<file path="src/rtl/car_alarm_fsm.sv">
// car_alarm_fsm: anti-theft controller with arm/entry/siren timers.
// All timing runs from a 1 Hz tick edge-detected in the 50 MHz domain.
`timescale 1ns/1ps
module car_alarm_fsm #(
  parameter int T_ARM   = 6,
  parameter int T_ENTRY = 8,
  parameter int T_ALARM = 10,
  parameter int CNT_W   = 4
) (
  input  logic             clk_fiftymhz,
  input  logic             rst,
  input  logic             clk_onehz,
  input  logic             ignition,
  input  logic             door,
  input  logic             hidden_sw,
  input  logic             brake,
  output logic             siren,
  output logic             status_led,
  output logic             armed,
  output logic [2:0]       state,
  output logic [CNT_W-1:0] sec_left
);

  typedef enum logic [2:0] {
    S_DISARMED = 3'd0,
    S_ARM_WAIT = 3'd1,
    S_ARMED    = 3'd2,
    S_ENTRY    = 3'd3,
    S_ALARM    = 3'd4
  } state_e;

  localparam logic [CNT_W-1:0] ONE = CNT_W'(1);
  localparam logic [CNT_W-1:0] LD_ARM = CNT_W'(T_ARM);
  localparam logic [CNT_W-1:0] LD_ENTRY = CNT_W'(T_ENTRY);
  localparam logic [CNT_W-1:0] LD_ALARM = CNT_W'(T_ALARM);

  logic [1:0] ign_q;
  logic [1:0] door_q;
  logic [1:0] hid_q;
  logic [1:0] brk_q;
  logic       onehz_q;

  state_e           state_q;
  state_e           state_d;
  logic [CNT_W-1:0] timer_q;
  logic [CNT_W-1:0] timer_d;
  logic [CNT_W-1:0] timer_dec;

  logic siren_q;
  logic siren_d;
  logic armed_q;
  logic armed_d;
  logic led_q;
  logic led_d;

  logic ign_s;
  logic door_s;
  logic tick;
  logic expire;
  logic disarm;

  assign ign_s  = ign_q[1];
  assign door_s = door_q[1];
  assign disarm = ign_q[1] & hid_q[1] & brk_q[1];

  // onehz_q resets high, so a high clk_onehz at release is not a tick
  assign tick   = clk_onehz & ~onehz_q;
  assign expire = tick & (timer_q == ONE);

  always_comb begin
    timer_dec = timer_q;
    if (tick && (timer_q > ONE)) begin
      timer_dec = timer_q - ONE;
    end
  end

  always_comb begin
    state_d = state_q;
    timer_d = timer_dec;
    if ((state_q != S_DISARMED) && disarm) begin
      state_d = S_DISARMED;
      timer_d = '0;
    end else begin
      case (state_q)
        S_DISARMED: begin
          timer_d = '0;
          if (!ign_s && !door_s) begin
            state_d = S_ARM_WAIT;
            timer_d = LD_ARM;
          end
        end
        S_ARM_WAIT: begin
          if (ign_s) begin
            state_d = S_DISARMED;
            timer_d = '0;
          end else if (door_s) begin
            timer_d = LD_ARM;
          end else if (expire) begin
            state_d = S_ARMED;
            timer_d = '0;
          end
        end
        S_ARMED: begin
          timer_d = '0;
          if (ign_s) begin
            state_d = S_ALARM;
            timer_d = LD_ALARM;
          end else if (door_s) begin
            state_d = S_ENTRY;
            timer_d = LD_ENTRY;
          end
        end
        S_ENTRY: begin
          if (expire) begin
            state_d = S_ALARM;
            timer_d = LD_ALARM;
          end
        end
        S_ALARM: begin
          if (expire && door_s) begin
            timer_d = LD_ALARM;
          end else if (expire) begin
            state_d = S_ARMED;
            timer_d = '0;
          end
        end
        default: begin
          state_d = S_DISARMED;
          timer_d = '0;
        end
      endcase
    end
  end

  always_comb begin
    siren_d = (state_d == S_ALARM);
    armed_d = (state_d == S_ARMED)
            | (state_d == S_ENTRY)
            | (state_d == S_ALARM);
    led_d   = 1'b0;
    unique case (1'b1)
      (state_d == S_ARM_WAIT),
      (state_d == S_ENTRY): led_d = 1'b1;
      (state_d == S_ARMED),
      (state_d == S_ALARM): led_d = clk_onehz;
      default:              led_d = 1'b0;
    endcase
  end

  always_ff @(posedge clk_fiftymhz or posedge rst) begin
    if (rst) begin
      ign_q   <= '0;
      door_q  <= '0;
      hid_q   <= '0;
      brk_q   <= '0;
      onehz_q <= 1'b1;
      state_q <= S_DISARMED;
      timer_q <= '0;
      siren_q <= 1'b0;
      armed_q <= 1'b0;
      led_q   <= 1'b0;
    end else begin
      ign_q   <= {ign_q[0], ignition};
      door_q  <= {door_q[0], door};
      hid_q   <= {hid_q[0], hidden_sw};
      brk_q   <= {brk_q[0], brake};
      onehz_q <= clk_onehz;
      state_q <= state_d;
      timer_q <= timer_d;
      siren_q <= siren_d;
      armed_q <= armed_d;
      led_q   <= led_d;
    end
  end

  assign siren      = siren_q;
  assign armed      = armed_q;
  assign status_led = led_q;
  assign state      = state_q;
  assign sec_left   = timer_q;

endmodule
</file>
<file path="config.mk">
export PLATFORM = sky130hd
export DESIGN_NAME = car_alarm_fsm
export DESIGN_NICKNAME = d
export VERILOG_FILES = /design/src/rtl/car_alarm_fsm.sv
export SDC_FILE = /design/constraint.sdc
export NUM_CORES = 1
export LEC_CHECK = 0
export CAP_MARGIN = 20
export CORE_ASPECT_RATIO = 1.75
export CORE_MARGIN = 2
export CORE_UTILIZATION = 40
export DETAILED_ROUTE_END_ITERATION = 8
export PLACE_DENSITY = 0.65
export SYNTH_ARGS = -nofsm -noshare
export SYNTH_HDL_FRONTEND = slang
export SYNTH_SLANG_ARGS = --single-unit
</file>
<file path="constraint.sdc">
create_clock -name clk_fiftymhz -period 1.6 [get_ports clk_fiftymhz]
set_input_delay 0.16 -clock clk_fiftymhz [delete_from_list [all_inputs] [get_ports clk_fiftymhz]]
set_output_delay 0.16 -clock clk_fiftymhz [all_outputs]
set_load 0.01 [all_outputs]
</file>
==> metrics.md <==
| Metric | Value |
|---|---|
| Outcome | finished with violations |
| Failing checks | negative setup slack |
| Yosys reg bits | 19 |
| Worst Path Arrival | 1850 ps |
| Fin crit share | 104% |
| Nets | 154 |
| Area delta synth->final | 48.8% |
| Relative slew slack | 74.7% |
| Clock skew | 2.54 ps |
| Num ports | 17 |
| Mux cell area share after synthesis | 1.13% |
| Syn_nets | 115 |
| Final hold violation count | 0 |
| Critical path class | flop to flop |
| Max Clock Freq | 599 MHz |
| Core ar. | 2430 µm² |
| Synth Cell Area | 1000 µm² |
| Final setup margin | -68.6 ps |
| Avg WL per Cell | 15.7 µm |
| Critical path cell sequence | inv_2 -> ha_4 -> nor2_2 -> o31a_1 -> mux2_4 -> a22o_1 -> a21oi_1 |
| Ant diodes | 0 |
| Initial DRC count | 31 |
| Syn Area/Cell | 9.43 µm² |
| Vias in the first global route | 982 |
| Slowest CP cell | dfrtp_2 |
| Final Slew Violations | 0 |
| Die height | 70.1 µm |
| Final setup vio count | 2 |
| Share of layout cells above drive strength 1 | 33.3% |
| Most common cell after layout, fill and taps aside | buf_4 |
| Starting Density | 41.1% |
| TritonRoute pass-1 iters | 4 |
| Crit path buf inv count | 1 |
| Die area | 2930 µm² |
| Synth Area in Compound Gates | 20.9% |
| Clock root buffer | clkbuf_8 |
| # DRC | 0 |
| Die X | 41.8 µm |
| Dpl ws | -172 ps |
| HP Class | input port to asynchronous set/reset pin |
| Via count | 949 |
| CTS Buffer Depth | 2 |
| Final GP Congestion | 0.917 |
| Post-DRT Antenna Nets | 0 |
| Post-Synth Adder-Cell Area | 2.50% |
| CP startpoint kind | flop |
| Num CTS Buffers | 3 |
| Critical path's top delay family | compound AO/OA/AOI/OAI gates |
| FP Rows | 24 |
| RSZ-0062 raised after global routing | true |
| Crit. End Element | flop |
| Via-to-Cell Ratio | 5.58 |
| Clock sinks | 19 |
| Power density cells | 780 nW/µm² |
| Routed wire length | 2.67 mm |
| GRT Resource Usage Total | 19.5% |
| Setup TNS Final | -101 ps |
| First-pass GRT wire length | 4.38 mm |
| Fill cell count | 205 |
| Worst Path Max Fanout | 4 |
| Leak Pwr | 0.621 nW |
| Detail Placement HPWL | 1.98 mm |
| Global route overflow | 0 |
| CTS tree | done |
| CP peak stage delay | 450 ps |
| Number of port buffers | 16 |
| Synth Area in XOR/XNOR | 1.75% |
| WP data required | 1780 ps |
| Synth Area in Simple Gates | 21.3% |
| Clock Latency Late Sink | 250 ps |
| Pin count of the biggest net entering global routing | 20 |
| Tot Pwr | 1.16 mW |
| Worst Reg2Reg Path Length in Cells | 7 |
| Max_cap viols | 0 |
| Syn. warnings | 0 |
| Worst Tran Pin Value | 379 ps |
| Initial antenna violation count | 0 |
| Worst vdd ir | 0.714 mV |
| Netlist cell types | 39 |
| Post-route minimum period | 1670 ps |
| Most frequent cells in the layout | 24 x buf_4, 16 x clkdlybuf4s50_1, 15 x dfrtp_1, 11 x nor2_1, 6 x nand2_1 |
| Post-Synthesis Cells | 106 |
| FF-to-FF End | sec_left[1] |
| R2R Setup Slk | -70 ps |
| Htree depth | 1 |
| R2R Path Start | sec_left[0] |
| Largest family of logic cells by synthesized area | simple AND/OR/NAND/NOR gates |
| Clk slew on worst S/H paths | 70 ps |
| Post-synthesis sequential area ratio | 47.7% |
==> worst reg2reg max path: stages (launching register included) <==
cell and delay (ps):
dfrtp_2 450, inv_2 80, ha_4 130, nor2_2 40, o31a_1 270, mux2_4 300, a22o_1 210, a21oi_1 120
==> area by class of cell <==
class | instances | area, µm² | share of cell area, %
Sequential cell | 19 | 480 | 32.3
Clock buffer | 4 | 45.0 | 3.03
Multi-Input combinational cell | 75 | 567 | 38.1
Timing Repair Buffer | 40 | 340 | 22.9
Tap cell | 26 | 32.5 | 2.19
Inverter | 6 | 22.5 | 1.51
==> kinds of logic (layout without fill, tap and decap cells) <==
family / after synthesis / in the layout
AOI/OAI and AO/OA: 29 / 29
xor gates and xnor gates: 2 / 2
adders and majority gates: 2 / 2
buffers and inverters: 12 / 50
DFF: 19 / 19
muxes: 1 / 1
and+or+nand+nor: 41 / 41
==> layer usage <==
metal  GRT usage (%)  routed length, µm  part of all wire (%)  up-vias
li1                -                  -                     -      461
met1            21.0                959                    36      451
met2            35.1               1540                    58       29
met3            2.84                 82                   3.1        8
met4            10.4                 91                   3.4        0
met5               0                  0                     0        -
==> per-stage QoR <==
| stage | hold slack (ps) | instances | util [%] | cell area [µm²] |
|---|---|---|---|---|
| 2_1_floorplan | 110 | 106 | - | 1030 |
| 3_3_place_gp | 335 | 165 | 56.4 | 1370 |
| 3_5_place_dp | 339 | 165 | 56.4 | 1370 |
| 4_1_cts | 228 | 169 | 58.6 | 1430 |
| 5_1_grt | 296 | 170 | 61.2 | 1490 |
| 6_report | 222 | 170 | 61.2 | 1490 |
==> flip-flops by register name (all words and copies together) (netlist names) <==
signal,cells
onehz_q,1
sec_left,4
door_q,2
ign_q,2
siren,1
state,3
hid_q,2
status_led,1
brk_q,2
armed,1
==> cells in the mapped netlist <==
cell / count / share of area [%]
dfrtp_1: 18 / 45
nor2_1: 12 / 4.5
inv_1: 6 / 2.3
nand2_1: 6 / 2.3
a31oi_1: 5 / 3.1
nand2b_1: 5 / 3.1
nand3_1: 5 / 2.5
a21oi_1: 4 / 2.0
clkbuf_1: 4 / 1.5
nor4_1: 3 / 1.9
o21ai_0: 3 / 1.5
a2111oi_0: 2 / 1.8
and2b_1: 2 / 1.5
and3_1: 2 / 1.3
buf_2: 2 / 1.0
ha_1: 2 / 2.5
nand4b_1: 2 / 1.8
o31ai_1: 2 / 1.5
a211oi_1: 1 / 0.75
a21o_1: 1 / 0.75
a21oi_2: 1 / 0.88
a22o_1: 1 / 0.88
a22oi_1: 1 / 0.75
a32o_1: 1 / 1.0
dfstp_2: 1 / 2.6
mux2_1: 1 / 1.1
nor2_2: 1 / 0.63
nor2b_1: 1 / 0.63
nor3_1: 1 / 0.50
o2111ai_1: 1 / 0.88
o211ai_1: 1 / 0.75
o21a_1: 1 / 0.75
o21ba_2: 1 / 1.0
o22a_1: 1 / 0.88
o2bb2ai_1: 1 / 0.88
o31a_1: 1 / 0.88
or4_1: 1 / 0.75
xnor2_1: 1 / 0.88
xor2_1: 1 / 0.88
==> how the worst max path moves through the flow <==
stage / startpoint / cells after the start / to / slack [ps]
floorplan: sec_left[1] / 7 / sec_left[1] / -90
global placement: clk_onehz / 6 / sec_left[1] / -150
detailed placement: clk_onehz / 6 / sec_left[1] / -170
CTS: sec_left[0] / 7 / sec_left[1] / -60
global route: sec_left[0] / 7 / sec_left[1] / -130
finish: sec_left[0] / 7 / sec_left[1] / -70
==> power by group <==
part | internal (mW) | leakage, nW | switching (mW)
combinational | 0.161 | 0.363 | 0.141
clock | 0.177 | 0.0228 | 0.146
sequential | 0.509 | 0.235 | 0.0267
==> repair_timing <==
| action | CTS | global route |
|---|---|---|
| pin swaps | 2 | 1 |
| endpoints found under the setup margin | 4 | 7 |
| gates resized for setup | 2 | 11 |
| setup buffers | 0 | 1 |
| hold buffers | 0 | 0 |
Note: power is estimated with default switching activity, not from simulation.
